$ cat src/rtl/mem_port_arbiter.sv
// Arbiter sequencing one fixed-latency unified memory between IF and MEM.
// Data has priority; stalls hold the pipeline until read data is registered.
module mem_port_arbiter #(
  parameter int MEM_LATENCY = 2,
  parameter int ADDR_W      = 32
) (
  input  logic              clk,
  input  logic              reset,
  input  logic              if_req,
  input  logic [ADDR_W-1:0] if_addr,
  output logic [31:0]       if_rdata,
  output logic              if_stall,
  input  logic              d_read,
  input  logic              d_write,
  input  logic [ADDR_W-1:0] d_addr,
  input  logic [31:0]       d_wdata,
  output logic [31:0]       d_rdata,
  output logic              d_stall,
  output logic              mem_en,
  output logic              mem_we,
  output logic [ADDR_W-1:0] mem_addr,
  output logic [31:0]       mem_wdata,
  input  logic [31:0]       mem_rdata
);

  typedef enum logic [2:0] {
    IDLE, DACC, IACC, DDONE, IDONE
  } state_t;

  localparam logic [3:0] CNT_INIT = 4'(MEM_LATENCY - 1);

  state_t            state, state_d;
  logic [3:0]        cnt, cnt_d;
  logic              en_d, we_d;
  logic [ADDR_W-1:0] addr_d;
  logic [31:0]       wdata_d, ird_d, drd_d;
  logic              d_req;

  assign d_req = d_read | d_write;

  always_comb begin
    state_d = state;
    cnt_d   = cnt;
    en_d    = mem_en;
    we_d    = mem_we;
    addr_d  = mem_addr;
    wdata_d = mem_wdata;
    ird_d   = if_rdata;
    drd_d   = d_rdata;
    unique case (state)
      IDLE: begin
        if (d_req) begin
          state_d = DACC;
          addr_d  = d_addr;
          wdata_d = d_wdata;
          we_d    = d_write;
          en_d    = 1'b1;
          cnt_d   = CNT_INIT;
        end else if (if_req) begin
          state_d = IACC;
          addr_d  = if_addr;
          we_d    = 1'b0;
          en_d    = 1'b1;
          cnt_d   = CNT_INIT;
        end
      end
      DACC, IACC: begin
        if (cnt != 4'd0) begin
          cnt_d = cnt - 4'd1;
        end else begin
          en_d = 1'b0;
          we_d = 1'b0;
          if (state == DACC) begin
            state_d = DDONE;
            // read+write together was issued as a write
            if (!mem_we) drd_d = mem_rdata;
          end else begin
            state_d = IDONE;
            ird_d   = mem_rdata;
          end
        end
      end
      DDONE, IDONE: state_d = IDLE;
      default:      state_d = IDLE;
    endcase
  end

  always_ff @(posedge clk) begin
    if (reset) begin
      state     <= IDLE;
      cnt       <= 4'd0;
      mem_en    <= 1'b0;
      mem_we    <= 1'b0;
      mem_addr  <= '0;
      mem_wdata <= '0;
      if_rdata  <= '0;
      d_rdata   <= '0;
    end else begin
      state     <= state_d;
      cnt       <= cnt_d;
      mem_en    <= en_d;
      mem_we    <= we_d;
      mem_addr  <= addr_d;
      mem_wdata <= wdata_d;
      if_rdata  <= ird_d;
      d_rdata   <= drd_d;
    end
  end

  assign d_stall  = !reset && d_req && (state != DDONE);
  assign if_stall = !reset &&
                    ((if_req && (state != IDONE)) || d_stall);

endmodule

$ cat config.mk
export PLATFORM = sky130hd
export DESIGN_NAME = mem_port_arbiter
export DESIGN_NICKNAME = d
export VERILOG_FILES = /design/src/rtl/mem_port_arbiter.sv
export SDC_FILE = /design/constraint.sdc
export NUM_CORES = 1
export LEC_CHECK = 0
export BUFFER_PORTS_ARGS = -buffer_cell sky130_fd_sc_hd__buf_2
export CAP_MARGIN = 20
export CELL_PAD_IN_SITES_DETAIL_PLACEMENT = 1
export CELL_PAD_IN_SITES_GLOBAL_PLACEMENT = 2
export CORE_ASPECT_RATIO = 0.7
export CORE_MARGIN = 10
export CORE_UTILIZATION = 25
export CTS_BUF_LIST = sky130_fd_sc_hd__clkbuf_8
export DETAILED_ROUTE_END_ITERATION = 16
export PLACE_DENSITY = 0.93
export SYNTH_ARGS = -nofsm -noshare
export SYNTH_HDL_FRONTEND = slang
export SYNTH_SLANG_ARGS = --single-unit
export TNS_END_PERCENT = 50
$ cat constraint.sdc
create_clock -name clk -period 2.2 [get_ports clk]
set_input_delay 0.44 -clock clk [delete_from_list [all_inputs] [get_ports clk]]
set_output_delay 0.44 -clock clk [all_outputs]
set_load 0.01 [all_outputs]
==> summary.md <==
| Metric | Value |
|---|---|
| Status | finished clean |
| Worst VDD drop | 0.000457 V |
| Final Max Slew Viols | 0 |
| Async set or reset register ratio after synthesis | 0% |
| Synth Area in Simple Gates | 25.0% |
| Nets | 1041 |
| Biggest area consumer among synthesized cells | dfxtp_1 |
| Synth Flop Type | dfxtp_1 |
| HP Class | input port to flip-flop |
| Final worst path period need | 2.03 ns |
| DRC viols | 0 |
| Leakage | 3.31 nW |
| Post-synthesis adder-cell area fraction | 0.479% |
| Die area | 27200 um^2 |
| DR WL/cell | 16.1 um |
| I/O pin cnt | 265 |
| R2R Path Start | cnt[0]$_SDFFE_PP0P_ |
| Row cnt | 44 |
| TritonCTS clock tree | done |
| GRT overflow | 0 |
| # Max-Cap Violations | 0 |
| Data arrival, critical path | 1.59 ns |
| Core area | 20600 um^2 |
| Final wirelength | 19.3 mm |
| Cell Count, Final, Fillers Out | 1196 |
| Crit. End Element | output pin |
| Hold Fails Final Rpt | 0 |
| Synthesis warning total | 0 |
| Share of cells above drive strength 1 | 34.7% |
| R2R Setup Slk | 0.25 ns |
| CP startpoint | state[2]$_SDFFE_PP0P_ |
| Yosys reg bits | 137 |
| Clock latency on the worst-skew pair | 0.44 ns |
| Worst Path Max Fanout | 9 |
| Worst EP required | 1.76 ns |
| Clock root cell | clkbuf_8 |
| Most common cell in the synthesized netlist | nand2_1 |
| CTS Buf Count | 17 |
| Global-route wire length before repair | 29.8 mm |
| Met3 usage | 8.43% |
| Placed Area | 6800 um^2 |
| Multiplexer share of the synthesized area | 0.192% |
| P&R area growth vs syn | 39.2% |
| Vias/cell | 4.50 |
| Period utilization | 92.2% |
| Slew headroom | 46.5% |
| Gate Count Post-Synth | 660 |
| Layout Skew | 0.0159 ns |
| Sink Count | 137 |
| RSZ-0062 raised after global routing | no |
| Cells on worst reg2reg path | 7 |
| Initial detailed-routing violation count | 239 |
| Final setup fails | 0 |
| Crit path to | if_stall |
| Cell variety after synth | 34 |
| Largest net degree at the start of global routing | 132 |
| Actual slew at the worst max-slew pin | 0.803 ns |
| Clock Path Buffers | 2 |
| Fmax | 493 MHz |
| Die width | 193 um |
| Compound-cell area share of the yosys netlist | 16.5% |
| Met2 Track Usage GR | 20.0% |
| Clock transition at the registers of the reported paths | 0.09 ns |
| Die span in y | 141 um |
| Post-Synth XOR/XNOR Area | 0.168% |
| Cell Pwr Density | 1290 nW/um^2 |
| Synth Cell Area | 5220 um^2 |
| Initial antenna violation count | 2 |
| Setup TNS | 0 ns |
| Vias | 5382 |
| Fin area | 7270 um^2 |
| Post-CTS Setup Inserts | 0 |
| GR peak layer | met2 |
| Minimum hold slack | 0.230 ns |
| Syn avg cell area | 7.91 um^2 |
| Hold Buf Count CTS | 0 |
| Critical Path Source Type | flip-flop |
| Register area share after synthesis | 52.5% |
| H-tree Lvls | 4 |
| Vias in the first global route | 5297 |
| EDFF count, synth | 0 |
| Synth top area cells | dfxtp_1 53%, nand2_1 18%, a21oi_1 9.6% |
| Worst Setup Path Type | flip-flop to output pin |
| Remaining antenna violation count after routing | 0 |
| First-pass DRT Iterations | 4 |
| Initial core utilization | 25.3% |
| Synth top area share | 52.5% |
| Main combinational cell family by area after synthesis | simple AND/OR/NAND/NOR gates |
| Routability cong. | 0.740 |
| RR Endpoint | if_rdata[1]$_SDFFE_PP0P_ |
| Syn Nets | 795 |
| Commonest cells post-synth | 257 x nand2_1, 137 x dfxtp_1, 100 x a21oi_1 |
| Overall routing resource usage | 13.6% |
| Met1 usage | 16.6% |
| PortBufs | 264 |
| Final HPWL DP | 14.0 mm |
| Post-Place Cells | 1163 |
-- kinds of logic after synthesis --
group | Yosys count
simple gates | 322
compound gates | 142
flops | 137
buf+inv | 55
fa+ha+maj | 2
xor+xnor | 1
mux | 1
-- area by class of cell --
type | instances | area (um^2)
Fill cell | 2590 | 13400
Sequential cell | 137 | 2750
Multi-Input combinational cell | 468 | 2220
Timing Repair Buffer | 279 | 1490
Tap cell | 276 | 345
Clock buffer | 17 | 234
Clock inverter | 14 | 221
Inverter | 3 | 11.3
Antenna cell | 2 | 5.00
-- how the worst min path moves through the flow --
stage | from | endpoint | slack [ns] | cells after the start
floorplan | cnt[0]$_SDFFE_PP0P_ | cnt[0]$_SDFFE_PP0P_ | 0.47 | 1
global placement | if_rdata[29]$_SDFFE_PP0P_ | if_rdata[29]$_SDFFE_PP0P_ | 0.44 | 2
detailed placement | mem_wdata[1]$_SDFFE_PP0P_ | mem_wdata[1]$_SDFFE_PP0P_ | 0.44 | 2
CTS | d_wdata[7] | mem_wdata[7]$_SDFFE_PP0P_ | 0.19 | 3
global route | d_wdata[9] | mem_wdata[9]$_SDFFE_PP0P_ | 0.18 | 3
finish | d_wdata[9] | mem_wdata[9]$_SDFFE_PP0P_ | 0.23 | 3
-- where the power goes --
group | switching (mW) | internal (mW) | total (mW) | leakage (nW)
Combinational | 2.12 | 1.31 | 3.43 | 1.96
Clock | 1.06 | 1.36 | 2.42 | 0.230
Sequential | 0.364 | 3.14 | 3.50 | 1.12
-- state kept, by name, summed over array words and instances, names as in the netlist --
register   flops
state          3
mem_wdata     32
mem_addr      32
d_rdata       32
cnt            4
mem_we         1
if_rdata      32
mem_en         1
-- routing by layer --
metal | vias to the layer above | part of all wire (%)
li1 | 2678 | -
met1 | 2525 | 43
met5 | - | 0
met3 | 10 | 13
met2 | 169 | 43
met4 | 0 | 0.75
-- worst max-delay path: stages, from the launching register on --
cell	delay, ns
dfxtp_4	0.41
buf_4	0.16
nand3b_1	0.12
a21oi_1	0.07
a311oi_1	0.22
buf_2	0.18
-- through the flow --
| stage | util, % | power (mW) | worst slack (ns) |
|---|---|---|---|
| 4_1_cts | 35.2 | 9.54 | 0.0743 |
| 3_5_place_dp | 33.0 | 7.07 | 0.262 |
| 6_report | 35.2 | 9.35 | 0.171 |
| 2_1_floorplan | - | 5.65 | 0.458 |
| 3_3_place_gp | 33.0 | 6.99 | 0.314 |
| 5_1_grt | 35.2 | 10.1 | 0.0521 |
-- timing repair --
action	CTS	global route
resized for setup	1	1
pin swaps	0	0
setup endpoints to repair	1	1
cloned	0	0
-- cells in the final DEF (no fill, tap or decap), types with 4 or more instances in the layout --
cell	n
buf_2	263
nand2_1	257
dfxtp_1	136
a21oi_1	100
nor2_1	39
a311oi_1	33
clkbuf_8	17
buf_4	12
bufinv_16	5
inv_1	4
nand3b_1	4
nor3_1	4
buf_12	4
No activity file was read; power rests on OpenSTA's default activity.
